<file path="config.mk">
export PLATFORM = sky130hd
export DESIGN_NAME = mips32_ifetch_queue
export DESIGN_NICKNAME = d
export VERILOG_FILES = /design/src/rtl/mips32_pkg.sv /design/src/rtl/mips32_sync_fifo.sv /design/src/rtl/mips32_ifetch_queue.sv
export SDC_FILE = /design/constraint.sdc
export NUM_CORES = 1
export LEC_CHECK = 0
export ABC_AREA = 0
export CORE_ASPECT_RATIO = 0.8
export CORE_UTILIZATION = 29
export DETAILED_ROUTE_END_ITERATION = 16
export SYNTH_ARGS = -nofsm -noshare
export SYNTH_HDL_FRONTEND = slang
export SYNTH_SLANG_ARGS = --single-unit
</file>
<file path="constraint.sdc">
create_clock -name clk1 -period 4.8 [get_ports clk1]
set_clock_uncertainty 0.2 [all_clocks]
set_input_delay 0.96 -clock clk1 [delete_from_list [all_inputs] [get_ports clk1]]
set_output_delay 0.96 -clock clk1 [all_outputs]
set_load 0.02 [all_outputs]
</file>
<file path="src/rtl/mips32_pkg.sv">
// rtl/mips32_pkg.sv - shared MIPS32 opcodes, instruction types, field helpers and fetch-queue types
package mips32_pkg;

    localparam logic [5:0] ADD   = 6'b000000;
    localparam logic [5:0] SUB   = 6'b000001;
    localparam logic [5:0] AND   = 6'b000010;
    localparam logic [5:0] OR    = 6'b000011;
    localparam logic [5:0] SLT   = 6'b000100;
    localparam logic [5:0] MUL   = 6'b000101;
    localparam logic [5:0] LW    = 6'b001000;
    localparam logic [5:0] SW    = 6'b001001;
    localparam logic [5:0] ADDI  = 6'b001010;
    localparam logic [5:0] SUBI  = 6'b001011;
    localparam logic [5:0] SLTI  = 6'b001100;
    localparam logic [5:0] BNEQZ = 6'b001101;
    localparam logic [5:0] BEQZ  = 6'b001110;
    localparam logic [5:0] HLT   = 6'b111111;

    typedef enum logic [2:0] {
        RR_ALU,
        RM_ALU,
        LOAD,
        STORE,
        BRANCH,
        HALT
    } instr_type_t;

    typedef enum logic {
        FETCH,
        HALTED
    } ifq_state_t;

    typedef struct packed {
        logic [31:0] ir;
        logic [31:0] npc;
    } ifq_entry_t;

    function automatic logic [5:0] f_opcode(input logic [31:0] ir);
        return ir[31:26];
    endfunction

    function automatic logic [4:0] f_rs(input logic [31:0] ir);
        return ir[25:21];
    endfunction

    function automatic logic [4:0] f_rt(input logic [31:0] ir);
        return ir[20:16];
    endfunction

    function automatic logic [4:0] f_rd(input logic [31:0] ir);
        return ir[15:11];
    endfunction

    function automatic logic [15:0] f_imm(input logic [31:0] ir);
        return ir[15:0];
    endfunction

    function automatic instr_type_t decode_type(input logic [5:0] op);
        instr_type_t t;
        case (op)
            ADD, SUB, AND, OR, SLT, MUL: t = RR_ALU;
            ADDI, SUBI, SLTI:            t = RM_ALU;
            LW:                          t = LOAD;
            SW:                          t = STORE;
            BNEQZ, BEQZ:                 t = BRANCH;
            HLT:                         t = HALT;
            default:                     t = RR_ALU;
        endcase
        return t;
    endfunction

    // Saturating 32-bit accumulate used by the performance counters.
    function automatic logic [31:0] sat_add32(input logic [31:0] a, input logic [31:0] inc);
        logic [32:0] s;
        s = {1'b0, a} + {1'b0, inc};
        return s[32] ? 32'hFFFF_FFFF : s[31:0];
    endfunction

endpackage

</file>
<file path="src/rtl/mips32_sync_fifo.sv">
// rtl/mips32_sync_fifo.sv - synchronous FIFO with clear, count and first-word-fall-through head
module mips32_sync_fifo #(
    parameter int DEPTH = 4,
    parameter int WIDTH = 64
) (
    input  logic                     clk1,
    input  logic                     rst,
    input  logic                     clear,
    input  logic                     push,
    input  logic [WIDTH-1:0]         push_data,
    input  logic                     pop,
    output logic [WIDTH-1:0]         head_data,
    output logic                     empty,
    output logic [$clog2(DEPTH):0]   count
);

    localparam int AW = $clog2(DEPTH);

    logic [WIDTH-1:0] mem [DEPTH];
    logic [AW-1:0]    wr_ptr;
    logic [AW-1:0]    rd_ptr;
    logic             full;
    logic             do_push;
    logic             do_pop;

    assign empty     = (count == '0);
    assign full      = (count == (AW + 1)'(DEPTH));
    assign do_pop    = pop && !empty;
    assign do_push   = push && (!full || do_pop);
    assign head_data = mem[rd_ptr];

    // Storage array; contents need no reset because count gates visibility.
    always_ff @(posedge clk1) begin
        if (do_push && !clear) begin
            mem[wr_ptr] <= push_data;
        end
    end

    // Pointers and occupancy; clear empties the FIFO in one cycle.
    always_ff @(posedge clk1) begin
        if (rst || clear) begin
            wr_ptr <= '0;
            rd_ptr <= '0;
            count  <= '0;
        end else begin
            if (do_push) begin
                wr_ptr <= wr_ptr + AW'(1);
            end
            if (do_pop) begin
                rd_ptr <= rd_ptr + AW'(1);
            end
            case ({do_push, do_pop})
                2'b10:   count <= count + (AW + 1)'(1);
                2'b01:   count <= count - (AW + 1)'(1);
                default: count <= count;
            endcase
        end
    end

endmodule

</file>
<file path="src/rtl/mips32_ifetch_queue.sv">
// rtl/mips32_ifetch_queue.sv - MIPS32 instruction prefetch queue; optional IFQ_PERF_EN adds perf counters
module mips32_ifetch_queue #(
    parameter int DEPTH    = 4,
    parameter int MAX_OUT  = 2,
    parameter int ADDR_W   = 10,
    parameter int RESET_PC = 0
) (
    input  logic              clk1,
    input  logic              rst,
    output logic              imem_req,
    output logic [ADDR_W-1:0] imem_addr,
    input  logic              imem_rvalid,
    input  logic [31:0]       imem_rdata,
    input  logic              redirect_valid,
    input  logic [ADDR_W-1:0] redirect_pc,
    output logic              id_valid,
    input  logic              id_ready,
    output logic [31:0]       id_ir,
    output logic [31:0]       id_npc,
    output logic              halted
`ifdef IFQ_PERF_EN
    ,
    output logic [31:0]       perf_fetched,
    output logic [31:0]       perf_flushed
`endif
);

    import mips32_pkg::*;

    localparam int CW = $clog2(DEPTH) + 1;
    localparam int OW = $clog2(MAX_OUT) + 1;
    localparam int SW = ((CW > OW) ? CW : OW) + 1;

    ifq_state_t        state;
    ifq_state_t        state_next;
    logic [ADDR_W-1:0] pc;
    logic [ADDR_W-1:0] rsp_pc;
    logic [OW-1:0]     out_cnt;
    logic [OW-1:0]     out_next;
    logic [OW-1:0]     drop_cnt;
    logic [OW-1:0]     drop_next;
    logic [CW-1:0]     fifo_cnt;
    logic [SW-1:0]     credit_sum;
    logic              fifo_empty;
    logic              rsp_drop;
    logic              push;
    logic              pop;
    logic              push_is_hlt;
    logic [31:0]       push_npc;
    ifq_entry_t        push_entry;
    ifq_entry_t        head_entry;

    // A response is discarded while stale requests are still draining.
    assign rsp_drop    = imem_rvalid && (drop_cnt != '0);
    assign push        = imem_rvalid && (drop_cnt == '0) && !redirect_valid;
    assign pop         = !fifo_empty && id_ready && !redirect_valid;
    assign push_is_hlt = push && (f_opcode(imem_rdata) == HLT);
    // Every outstanding request owns a FIFO slot, so push can never overflow.
    assign credit_sum  = SW'(fifo_cnt) + SW'(out_cnt);
    assign push_npc    = 32'(rsp_pc) + 32'd1;
    assign push_entry  = '{ir: imem_rdata, npc: push_npc};

    assign imem_addr = pc;
    assign id_valid  = !fifo_empty;
    assign id_ir     = head_entry.ir;
    assign id_npc    = head_entry.npc;
    assign halted    = (state == HALTED);

    mips32_sync_fifo #(
        .DEPTH (DEPTH),
        .WIDTH ($bits(ifq_entry_t))
    ) u_fifo (
        .clk1      (clk1),
        .rst       (rst),
        .clear     (redirect_valid),
        .push      (push),
        .push_data (push_entry),
        .pop       (pop),
        .head_data (head_entry),
        .empty     (fifo_empty),
        .count     (fifo_cnt)
    );

    // Request issue, next state and drop bookkeeping; redirect outranks HLT.
    always_comb begin
        state_next = state;
        imem_req   = 1'b0;
        if (!rst && (state == FETCH) && !redirect_valid &&
            (out_cnt < OW'(MAX_OUT)) && (credit_sum < SW'(DEPTH))) begin
            imem_req = 1'b1;
        end
        out_next  = out_cnt + OW'(imem_req) - OW'(imem_rvalid);
        drop_next = drop_cnt;
        if (redirect_valid) begin
            state_next = FETCH;
            drop_next  = out_next;
        end else if (push_is_hlt) begin
            state_next = HALTED;
            drop_next  = out_next;
        end else if (rsp_drop) begin
            drop_next = drop_cnt - OW'(1);
        end
    end

    // FSM state register.
    always_ff @(posedge clk1) begin
        if (rst) begin
            state <= FETCH;
        end else begin
            state <= state_next;
        end
    end

    // Fetch/response address pointers and in-flight counters.
    always_ff @(posedge clk1) begin
        if (rst) begin
            pc       <= ADDR_W'(RESET_PC);
            rsp_pc   <= ADDR_W'(RESET_PC);
            out_cnt  <= '0;
            drop_cnt <= '0;
        end else begin
            out_cnt  <= out_next;
            drop_cnt <= drop_next;
            if (redirect_valid) begin
                pc     <= redirect_pc;
                rsp_pc <= redirect_pc;
            end else begin
                if (imem_req) begin
                    pc <= pc + ADDR_W'(1);
                end
                if (push) begin
                    rsp_pc <= rsp_pc + ADDR_W'(1);
                end
            end
        end
    end

`ifdef IFQ_PERF_EN
    logic [31:0] flush_inc;

    assign flush_inc = redirect_valid ? (32'(fifo_cnt) + 32'(imem_rvalid)) : 32'(rsp_drop);

    // Saturating counts of delivered and discarded instructions.
    always_ff @(posedge clk1) begin
        if (rst) begin
            perf_fetched <= '0;
            perf_flushed <= '0;
        end else begin
            perf_fetched <= sat_add32(perf_fetched, 32'(pop));
            perf_flushed <= sat_add32(perf_flushed, flush_inc);
        end
    end
`endif

    // A response with nothing outstanding means the memory broke its protocol.
    ifq_no_orphan_rsp: assert property (@(posedge clk1) disable iff (rst)
        imem_rvalid |-> (out_cnt != '0));

endmodule
</file>
==> flow_metrics.tcl <==
set metrics [dict create \
    status "completed" \
    core-area_sq_um 28300 \
    rows 55 \
    syn_inst 476 \
    ys_ff_latch 206 \
    cp_cell_sequence "clkdlybuf4s50_1 -> a311oi_4 -> nand2_4 -> inv_1 -> clkdlybuf4s50_1" \
    path_buf_inv 3 \
    p_total_mw 4.04 \
    powerDensity_nw_per_um2 388 \
    hold_viol 0 \
    finalCritPeriodShare_pct 81.2 \
    cts_resized 0 \
    grt_max_degree 44 \
    clk_latency_ns 0.50 \
    hpwl_mm 11.1 \
    cts_root_buf "clkbuf_16" \
    critPathCaptureType "primary output" \
    finalNonFillerCells 976 \
    relSlewSlack_pct 40.9 \
    max_cap_viol_count 0 \
    portBuffers 102 \
    area_delta_synth_final_pct 24.9 \
    worstPathRequired_ns 3.64 \
    setup_slack_ns 0.901 \
    yosys_warnings 0 \
    yosysTopAreaCellShare_pct 61.9 \
    grt_pass1_wl_mm 26.5 \
    p_leak_nw 3.35 \
    ys_types 51 \
    synth_area_per_cell_sq_um 17.5 \
    fill_cells 2611 \
    yosysTopAreaCell "edfxtp_1" \
    drt_iter0_drc 224 \
    tns_ns 0 \
    postCtsHoldBufs 0 \
    hold_class "flip-flop to flip-flop" \
    cts.sink_count 206 \
    dpl_cell_area_sq_um 9740 \
    final_area_sq_um 10400 \
    place_congestion 0.845 \
    nNetsFinal 650 \
    yosysSeqAreaShare_pct 70.1 \
    synth_area_sq_um 8340 \
    drive_above_1_share_pct 16.8 \
    min_period_ns 3.90 \
    setup_viol_count_final 0 \
    worst_pin_slew_ns 0.886 \
    crit_path_frequent_cell "clkdlybuf4s50_1" \
    clkTransAtPathRegs_ns 0.06 \
    irDropWorstVdd_mv 0.191 \
    antenna_found_initial 0 \
    start_kind "input port" \
    num_vias 4533 \
    overflow 0 \
    path_class "input port to primary output" \
    slowest_stage "clkdlybuf4s50_1" \
    grt_use_total_pct 11.6 \
    ant_nets 0 \
    die_width_um 192 \
    worst-path-max-fanout 10 \
    placed_cells 937 \
    start_util_pct 29.5 \
    post-place-ws_ns 0.764 \
    fmax_mhz 256 \
    drv_slew 0 \
    drc 0 \
    clk_path_buf_depth 3 \
    routedWlPerCell_um 17.5 \
    final_core_util_pct 36.8 \
    post_cts_buffers 0 \
    die-area_sq_um 29500 \
    holdWs_ns 0.352 \
    firstDrtPassIters 4 \
    crit_family "buffers and inverters" \
    cts_tree "done" \
    die_h_um 154 \
    routed_wirelength_mm 17.1 \
    cts_made_buffers 22 \
    antenna_cells 0 \
    rsz0062_at_grt "false" \
    regArea_sq_um 5850 \
    grt_pass1_vias 4774 \
    crit_path_max_incr_delay_ns 0.62 \
    avgViaCountPerCell 4.64 \
    synth_area_leaders "edfxtp_1, mux4_2, dfxtp_1" \
    critical_path_arrival_ns 2.74 \
    ioPinCount 124 \
    multi_input_area_sq_um 2250 \
    htreeDepth 1 \
]
-- sequential cells by signal (all words and copies together) (netlist names), named ones only --
signal / count
rsp_pc: 10
u_fifo.rd_ptr: 2
drop_cnt: 2
out_cnt: 2
u_fifo.wr_ptr: 2
u_fifo.count: 3
u_fifo.mem: 172
halted: 1
imem_addr: 10
-- cell usage in the layout (no fill, tap or decap), types with 4 or more instances in the layout --
| master | netlist | final |
|---|---|---|
| edfxtp_1 | 172 | 172 |
| clkdlybuf4s50_1 | 0 | 102 |
| mux4_2 | 43 | 43 |
| dfxtp_1 | 34 | 32 |
| nor2_1 | 23 | 23 |
| clkbuf_16 | 0 | 22 |
| conb_1 | 1 | 21 |
| nand2_1 | 16 | 16 |
| inv_1 | 14 | 14 |
| xnor2_1 | 12 | 12 |
| xor2_1 | 12 | 12 |
| ha_1 | 11 | 11 |
| nand3_1 | 9 | 9 |
| a21oi_1 | 7 | 7 |
| clkinv_1 | 1 | 6 |
| or3_1 | 6 | 6 |
| nor3_1 | 6 | 6 |
| nand4_1 | 6 | 6 |
| o21ai_0 | 6 | 6 |
| buf_4 | 21 | 6 |
| and2_2 | 1 | 5 |
| a211oi_1 | 5 | 5 |
| and3_1 | 4 | 4 |
| mux2i_1 | 4 | 4 |
| a21boi_0 | 4 | 4 |
| o211ai_1 | 4 | 4 |
| a31oi_1 | 4 | 4 |
| clkinv_2 | 0 | 4 |
-- path summary, 6_finish.rpt --
| kind | to | slack, ns | from | depth (start not counted) |
|---|---|---|---|---|
| setup / recovery | imem_req | 0.90 | redirect_valid | 5 |
| hold / removal | flip-flop | 0.35 | u_fifo.rd_ptr[1] | 2 |
| setup reg to reg | u_fifo.mem[2][36] | 1.83 | drop_cnt[0] | 6 |
| hold reg to reg | flip-flop | 0.35 | u_fifo.rd_ptr[1] | 2 |
-- per-layer routing --
metal	global-route usage (%)	wire, um	part of all wire [%]
met1	16.9	8180	48
met3	2.33	1030	6.0
met2	17.7	7610	44
met5	0	0	0
met4	2.80	299	1.7
-- power breakdown --
part | internal, mW | switching (mW) | leakage [nW]
combinational | 0.197 | 0.230 | 1.19
sequential | 2.01 | 0.0378 | 1.84
clock | 0.896 | 0.675 | 0.322
-- cell usage after synthesis, drive strengths merged --
master	count
and3	4
dfxtp	34
nand4	6
inv	14
nor2b	2
a21boi	4
and4	1
conb	1
or3	7
a311oi	2
o311a	1
or4	2
nor3	6
o21ai	6
and2	5
a31oi	4
nor4b	1
a21oi	7
mux2	1
nand2	17
or2	1
clkinv	1
nand3	9
o211ai	4
xnor2	12
nor4	4
mux2i	4
o311ai	1
clkbuf	14
mux4	43
a32oi	1
a211oi	5
a311o	1
o21a	2
nor2	23
edfxtp	172
xor2	12
o21ba	1
o31a	2
buf	26
nand2b	1
fa	1
ha	11
-- worst reg2reg max path, stage by stage (launching register included) --
cell and delay (ns):
dfxtp_1 0.32, inv_1 0.06, ha_1 0.22, nand2_1 0.26
nor3_1 0.69, and2_2 0.57, buf_4 0.34
-- cells by family (layout without fill, tap and decap cells) --
family	Yosys count	in the layout	share of synthesized area, %
fa+ha+maj	12	12	1.89
compound gates	41	41	3.67
other cells	1	21	0.0450
xor+xnor	24	24	2.52
simple gates	89	89	5.64
buf+inv	55	165	3.93
flops	206	206	70.1
mux	48	48	12.2
-- area by class of cell --
| class | count | share of cell area (%) |
|---|---|---|
| flip-flops and latches | 206 | 56.1 |
| multi-input cells | 235 | 21.6 |
| repair buffers | 111 | 10.8 |
| clock buffers | 23 | 5.32 |
| well taps | 370 | 4.44 |
| clock inverters | 16 | 1.16 |
| inverters | 15 | 0.540 |
(Power assumes the default switching activity.)
